`src/rtl/ascon_io_pkg.sv`:
```
// Shared definitions for the Ascon byte-serial host interface.
//   state_t  : top-level FSM states (load lanes, run core, unload result, finish)
//   NSHARE   : number of Boolean shares carried per lane
//   LANE_W   : bits per share within one lane byte
//   max_int  : helper used to size the derived widths
package ascon_io_pkg;

    typedef enum logic [1:0] {
        ST_LOAD   = 2'd0,
        ST_RUN    = 2'd1,
        ST_UNLOAD = 2'd2,
        ST_FIN    = 2'd3
    } state_t;

    localparam int NSHARE = 3;
    localparam int LANE_W = 8;

    function automatic int max_int(input int a, input int b);
        return (a > b) ? a : b;
    endfunction

endpackage

```
`src/rtl/ascon_share_field.sv`:
```
// Three W-bit share registers filled one byte per accepted lane, MSB first.
// Ports:
//   clk, rst  : clock, synchronous active-low reset
//   i_we      : lane byte is accepted this cycle
//   i_idx     : byte index j of the accepted lane byte
//   i_lane    : 24-bit lane, share s in bits [8s+7:8s]
//   o_sh      : share s of the field in bits [s*W +: W]
// Byte j lands in bits [W-1-8j -: 8] of each share; indices beyond W/8 match
// no register and are therefore ignored by this field.
module ascon_share_field
    import ascon_io_pkg::*;
#(
    parameter int W  = 128,
    parameter int IW = 4
) (
    input  logic                       clk,
    input  logic                       rst,
    input  logic                       i_we,
    input  logic [IW-1:0]              i_idx,
    input  logic [NSHARE*LANE_W-1:0]   i_lane,
    output logic [NSHARE*W-1:0]        o_sh
);

    localparam int NB = W / LANE_W;

    genvar gs, gi;
    generate
        for (gs = 0; gs < NSHARE; gs++) begin : g_share
            for (gi = 0; gi < NB; gi++) begin : g_byte
                logic [LANE_W-1:0] r_byte;

                always_ff @(posedge clk) begin
                    if (!rst) begin
                        r_byte <= '0;
                    end else if (i_we && (i_idx == IW'(gi))) begin
                        r_byte <= i_lane[gs*LANE_W +: LANE_W];
                    end
                end

                assign o_sh[gs*W + W-1-LANE_W*gi -: LANE_W] = r_byte;
            end
        end
    endgenerate

endmodule

```
`src/rtl/ascon_serial_io.sv`:
```
// Byte-serial host interface for the Ascon decryption core.
// Ports:
//   clk, rst                       : clock, synchronous active-low reset
//   keyxSI/noncexSI/associated_dataxSI/cipher_textxSI : 24-bit share lanes
//   in_validxSI                    : lane byte valid
//   decryption_startxSI            : host start command (honoured once loaded)
//   loadedxSO                      : all NIN bytes captured
//   key_shxSO/nonce_shxSO/ad_shxSO/ct_shxSO : parallel share registers
//   core_startxSO                  : one-cycle start to the core
//   core_readyxSI, core_ptxSI, core_tagxSI : core completion and result
//   plain_textxSO, tagxSO, out_validxSO, out_readyxSI : byte output stream
//   donexSO                        : pulse after the last output byte
module ascon_serial_io
    import ascon_io_pkg::*;
#(
    parameter int K = 128,
    parameter int L = 40,
    parameter int Y = 80
) (
    input  logic                      clk,
    input  logic                      rst,
    input  logic [NSHARE*LANE_W-1:0]  keyxSI,
    input  logic [NSHARE*LANE_W-1:0]  noncexSI,
    input  logic [NSHARE*LANE_W-1:0]  associated_dataxSI,
    input  logic [NSHARE*LANE_W-1:0]  cipher_textxSI,
    input  logic                      in_validxSI,
    input  logic                      decryption_startxSI,
    output logic                      loadedxSO,
    output logic [NSHARE*K-1:0]       key_shxSO,
    output logic [NSHARE*128-1:0]     nonce_shxSO,
    output logic [NSHARE*L-1:0]       ad_shxSO,
    output logic [NSHARE*Y-1:0]       ct_shxSO,
    output logic                      core_startxSO,
    input  logic                      core_readyxSI,
    input  logic [Y-1:0]              core_ptxSI,
    input  logic [127:0]              core_tagxSI,
    output logic [LANE_W-1:0]         plain_textxSO,
    output logic [LANE_W-1:0]         tagxSO,
    output logic                      out_validxSO,
    input  logic                      out_readyxSI,
    output logic                      donexSO
);

    localparam int MAX  = max_int(max_int(K, L), max_int(Y, 128));
    localparam int NIN  = MAX / LANE_W;
    localparam int NOUT = max_int(Y, 128) / LANE_W;
    localparam int IW   = $clog2(NIN);
    localparam int OW   = $clog2(NOUT);

    state_t          r_state;
    state_t          w_state_next;
    logic            r_loaded;
    logic            r_run_first;
    logic [IW-1:0]   r_in_idx;
    logic [OW-1:0]   r_out_idx;
    logic [Y-1:0]    r_pt;
    logic [127:0]    r_tag;

    logic            w_in_accept;
    logic            w_out_hs;
    logic            w_out_last;
    logic [LANE_W-1:0] w_pt_byte  [NOUT];
    logic [LANE_W-1:0] w_tag_byte [NOUT];

    assign w_in_accept = (r_state == ST_LOAD) && !r_loaded && in_validxSI;
    assign w_out_hs    = (r_state == ST_UNLOAD) && out_readyxSI;
    assign w_out_last  = (r_out_idx == OW'(NOUT-1));
    assign loadedxSO   = r_loaded;

    ascon_share_field #(.W(K),   .IW(IW)) u_key   (.clk(clk), .rst(rst), .i_we(w_in_accept), .i_idx(r_in_idx), .i_lane(keyxSI),             .o_sh(key_shxSO));
    ascon_share_field #(.W(128), .IW(IW)) u_nonce (.clk(clk), .rst(rst), .i_we(w_in_accept), .i_idx(r_in_idx), .i_lane(noncexSI),           .o_sh(nonce_shxSO));
    ascon_share_field #(.W(L),   .IW(IW)) u_ad    (.clk(clk), .rst(rst), .i_we(w_in_accept), .i_idx(r_in_idx), .i_lane(associated_dataxSI), .o_sh(ad_shxSO));
    ascon_share_field #(.W(Y),   .IW(IW)) u_ct    (.clk(clk), .rst(rst), .i_we(w_in_accept), .i_idx(r_in_idx), .i_lane(cipher_textxSI),     .o_sh(ct_shxSO));

    // Output byte tables: LSB byte first, zero-padded past the field width.
    genvar gi;
    generate
        for (gi = 0; gi < NOUT; gi++) begin : g_out_byte
            if (gi < Y/LANE_W) begin : g_pt
                assign w_pt_byte[gi] = r_pt[LANE_W*gi +: LANE_W];
            end else begin : g_pt_pad
                assign w_pt_byte[gi] = '0;
            end
            if (gi < 128/LANE_W) begin : g_tag
                assign w_tag_byte[gi] = r_tag[LANE_W*gi +: LANE_W];
            end else begin : g_tag_pad
                assign w_tag_byte[gi] = '0;
            end
        end
    endgenerate

    // State register
    always_ff @(posedge clk) begin
        if (!rst) r_state <= ST_LOAD;
        else      r_state <= w_state_next;
    end

    // Next-state logic
    always_comb begin
        w_state_next = r_state;
        case (r_state)
            ST_LOAD:   if (r_loaded && decryption_startxSI) w_state_next = ST_RUN;
            ST_RUN:    if (core_readyxSI)                   w_state_next = ST_UNLOAD;
            ST_UNLOAD: if (w_out_hs && w_out_last)          w_state_next = ST_FIN;
            ST_FIN:                                         w_state_next = ST_LOAD;
            default:                                        w_state_next = ST_LOAD;
        endcase
    end

    // Output logic
    always_comb begin
        core_startxSO = 1'b0;
        out_validxSO  = 1'b0;
        donexSO       = 1'b0;
        plain_textxSO = '0;
        tagxSO        = '0;
        case (r_state)
            ST_RUN:    core_startxSO = r_run_first;
            ST_UNLOAD: begin
                out_validxSO  = 1'b1;
                plain_textxSO = w_pt_byte[r_out_idx];
                tagxSO        = w_tag_byte[r_out_idx];
            end
            ST_FIN:    donexSO = 1'b1;
            default:   ;
        endcase
    end

    // Counters, load flag and result capture
    always_ff @(posedge clk) begin
        if (!rst) begin
            r_loaded    <= 1'b0;
            r_run_first <= 1'b0;
            r_in_idx    <= '0;
            r_out_idx   <= '0;
            r_pt        <= '0;
            r_tag       <= '0;
        end else begin
            // Marks only the first RUN cycle, however long start is held.
            r_run_first <= (r_state == ST_LOAD) && (w_state_next == ST_RUN);
            if (w_in_accept) begin
                r_in_idx <= r_in_idx + IW'(1);
                if (r_in_idx == IW'(NIN-1)) r_loaded <= 1'b1;
            end
            if ((r_state == ST_RUN) && core_readyxSI) begin
                r_pt  <= core_ptxSI;
                r_tag <= core_tagxSI;
            end
            if (w_out_hs) r_out_idx <= r_out_idx + OW'(1);
            if (r_state == ST_FIN) begin
                r_loaded  <= 1'b0;
                r_in_idx  <= '0;
                r_out_idx <= '0;
                r_pt      <= '0;
                r_tag     <= '0;
            end
        end
    end

endmodule

```
`config.mk`:
```
export PLATFORM = sky130hd
export DESIGN_NAME = ascon_serial_io
export DESIGN_NICKNAME = d
export VERILOG_FILES = /design/src/rtl/ascon_io_pkg.sv /design/src/rtl/ascon_share_field.sv /design/src/rtl/ascon_serial_io.sv
export SDC_FILE = /design/constraint.sdc
export NUM_CORES = 2
export LEC_CHECK = 0
export CAP_MARGIN = 10
export CORE_AREA = 2 2 560 562
export DETAILED_ROUTE_END_ITERATION = 16
export DIE_AREA = 0 0 562 564
export SETUP_SLACK_MARGIN = 0.1
export SLEW_MARGIN = 20
export SYNTH_ARGS = -nofsm -noshare
export SYNTH_HDL_FRONTEND = slang
export SYNTH_SLANG_ARGS = --single-unit
```
`constraint.sdc`:
```
create_clock -name clk -period 2.6 [get_ports clk]
set_clock_uncertainty 0.15 [all_clocks]
set_input_delay 0.39 -clock clk [delete_from_list [all_inputs] [get_ports clk]]
set_output_delay 0.39 -clock clk [all_outputs]
set_load 0.01 [all_outputs]
```
==> impl_metrics.csv <==
group,metric,value,unit
floorplanning,start_util,16.5,%
power_and_ir_drop,peakVddDrop,477,uV
placed_design,hpwl,213000,um
yosys,avgSynthCellArea,8.22,sq um
floorplanning,rows,205,
routing,drtPass1Iterations,5,
sta,final_hold_viol_count,0,
yosys,ys_seq_elements,1348,
layout,multi_input_area,22300,sq um
outcome,status,"finished with violations",
run,cap_violations,0,
yosys,ys.flop_type,"dfxtp_1",
layout,drive_gt1_share,9.57,%
worst_setup_path,reg2reg_setup_slack,0.16,ns
routing,drc,0,
yosys,yosys_warnings,0,
hold_path,hold_path_depth,3,
worst_setup_path,cp.arrival,2.74,ns
layout,layout.nets,8161,
yosys,async_flop_share,0,%
grt,grt_usage,17.7,%
yosys,synth_area_leader_cell,"dfxtp_1",
cts,cts_max_level,4,
worst_setup_path,critPathLaunchType,"flip-flop",
floorplanning,die_h,564,um
sta,worst_slack,-0.681,ns
routing,wirelength,296000,um
routing,avgViaCountPerCell,4.12,
cts,clockBufferDepth,4,
worst_setup_path,required,2.06,ns
layout,seqCellArea,27000,sq um
cts,clock-sinks,1348,
yosys,synth_edf_count,0,
routing,wl_per_cell,24.4,um
yosys,yosysTopAreaCellShare,52.7,%
cts,cts_buffers,162,
placed_design,gp_congestion,0.842,
outcome,violations,"negative setup slack",
routing,antenna_left,0,
sta,fin_crit_sh,126,%
sta,max_freq,305,MHz
routing,vias,50000,
power_and_ir_drop,p_per_area,589,nW/um^2
floorplanning,core,311000,sq um
sta,finalCriticalPeriod,3.28,ns
cts,path_clk_slew,0.06,ns
yosys,yosysSeqAreaShare,52.7,%
grt,first_global_vias,47213,
cts,clk_latency,0.82,ns
yosys,synthesis.instances,6231,
sta,whs,0.0822,ns
routing,drt_iter0_markers,3969,
sta,max_slew_margin,34.0,%
floorplanning,die_width,562,um
sta,tightest_slew,0.991,ns
placed_design,port_buffers,1457,
placed_design,place_inst,11586,
worst_setup_path,end_kind,"primary output",
grt,grt_max_degree,112,
cts,cts-root-buf,"clkbuf_16",
worst_setup_path,reg2reg_depth,8,
cts,cts_tree,"done",
yosys,syn-num-nets,6546,
worst_setup_path,crit_fanout,6,
power_and_ir_drop,p_leak,26.6,nW
layout,final_cell_count_no_fill,12132,
yosys,mappedNetlistArea,51200,sq um
hold_path,min_path_type,"in2reg",
floorplanning,ios,1458,
sta,drv_slew,0,
layout,nFillCells,33460,
sta,rsz0062_at_grt,"true",
yosys,netlist_top_cells_area,"dfxtp_1 (53%), nand2_1 (20%), a21boi_0 (14%)",
yosys,synth_cell_types,42,
floorplanning,die_area,317000,sq um
layout,syn_to_final_growth,58.3,%
grt,overflow,0,
worst_setup_path,crit_type,"reg2out",
grt,antenna_found_initial,47,
grt,grt_pass1_wl,392000,um
sta,setup_violations,16,
-- final timing paths --
check | startpoint | to
min | core_ptxSI[72] | r_pt[72]
max | r_out_idx[1] | tagxSO[6]
max reg2reg | r_state[0] | u_nonce.g_share[0].g_byte[15].r_byte[2]
min reg2reg | u_ct.g_share[2].g_byte[8].r_byte[0] | u_ct.g_share[2].g_byte[8].r_byte[0]
-- placed cells by master, fill, tap and decap left out, drive strengths merged, types with 18 or more instances in the layout --
| cell | count |
|---|---|
| inv | 18 |
| a21boi | 1128 |
| buf | 409 |
| nand2 | 2697 |
| dlygate4sd2 | 27 |
| diode | 21 |
| clkinv | 23 |
| a21oi | 220 |
| clkdlybuf4s50 | 1383 |
| dfxtp | 1348 |
| dlygate4sd3 | 221 |
| mux2i | 58 |
| clkbuf | 241 |
| nor2b | 21 |
-- flip-flops by register name, summed over array words and instances (netlist names) --
register / cells
loadedxSO: 1
r_pt: 80
u_ad.g_share.g_byte.r_byte: 120
r_out_idx: 4
u_nonce.g_share.g_byte.r_byte: 384
u_key.g_share.g_byte.r_byte: 384
r_tag: 128
r_run_first: 1
r_in_idx: 4
u_ct.g_share.g_byte.r_byte: 240
r_state: 2
-- cells in the mapped netlist, types with 9 or more instances --
cell / count
a211oi_1: 16
a21boi_0: 966
a21boi_1: 162
a21oi_1: 220
a22oi_1: 17
and3_1: 12
buf_1: 9
buf_2: 109
buf_4: 11
buf_6: 10
clkbuf_1: 452
dfxtp_1: 1348
mux2i_1: 58
mux4_2: 15
nand2_1: 2697
nand2b_1: 10
nand3_1: 17
nor2_1: 17
nor2b_1: 21
-- through the flow --
stage	setup WS (ns)	setup TNS [ns]	instance area [sq um]	total power, mW	util, %
after floorplan	0.258	0	51200	22.6	-
after global placement	-0.224	-15.04	73000	24.8	23.5
after detailed placement	-0.252	-21.81	73000	24.8	23.5
after CTS	-0.809	-10.98	80900	48.4	26.0
after global routing	-0.769	-11.00	81100	49.3	26.1
final	-0.681	-9.12	81100	47.8	26.1
-- cell families (layout without fill, tap and decap cells) --
group / count (synthesis) / in the layout / share of synthesized area (%)
other: 0 / 21 / 0
multiplexers: 73 / 73 / 1.79
adder cells (fa/ha/maj): 5 / 5 / 0.122
buffers and inverters: 598 / 2338 / 4.88
AO/OA/AOI/OAI: 1402 / 1402 / 19.5
flip-flops: 1348 / 1348 / 52.7
AND/OR/NAND/NOR: 2801 / 2801 / 21.0
XOR/XNOR: 4 / 4 / 0.0684
-- layout make-up --
class	count	share of cell area [%]
flip-flops and latches	1348	33.3
multi-input cells	4285	27.5
repair buffers	2043	26.2
well taps	4140	6.38
clock buffers	240	5.75
clock inverters	49	0.819
diodes	21	0.0648
inverters	6	0.0278
-- report_power, final --
| group | internal (mW) | switching, mW |
|---|---|---|
| registers | 20.9 | 0.116 |
| logic | 1.57 | 2.05 |
| clock network | 13.3 | 9.89 |
| total | 35.7 | 12.1 |
-- per-layer routing --
| layer | wire length, um | vias to the layer above | global-route usage (%) |
|---|---|---|---|
| met5 | 40 | - | 0 |
| met4 | 13700 | 6 | 7.65 |
| met3 | 21300 | 482 | 3.91 |
| met2 | 143000 | 2197 | 30.7 |
| met1 | 118000 | 24040 | 20.8 |
| li1 | - | 23275 | - |
-- worst max-delay path: stages, from the launching register on --
cell and delay (ns):
dfxtp_4 0.43, buf_12 0.17, mux4_2 0.58, nor2_1 0.12, nor4_1 0.06, buf_4 0.17, a31o_4 0.23, buf_12 0.13
-- what timing repair did --
action                                  4_1_cts  5_1_grt
setup buffers                                 9        4
resized for setup                           115       24
endpoints found under the setup margin       49       45
cloned                                        2        1
endpoints found under the hold margin       426        0
pin swaps                                    23       18
hold buffers                                221        0
(Power assumes the default switching activity.)
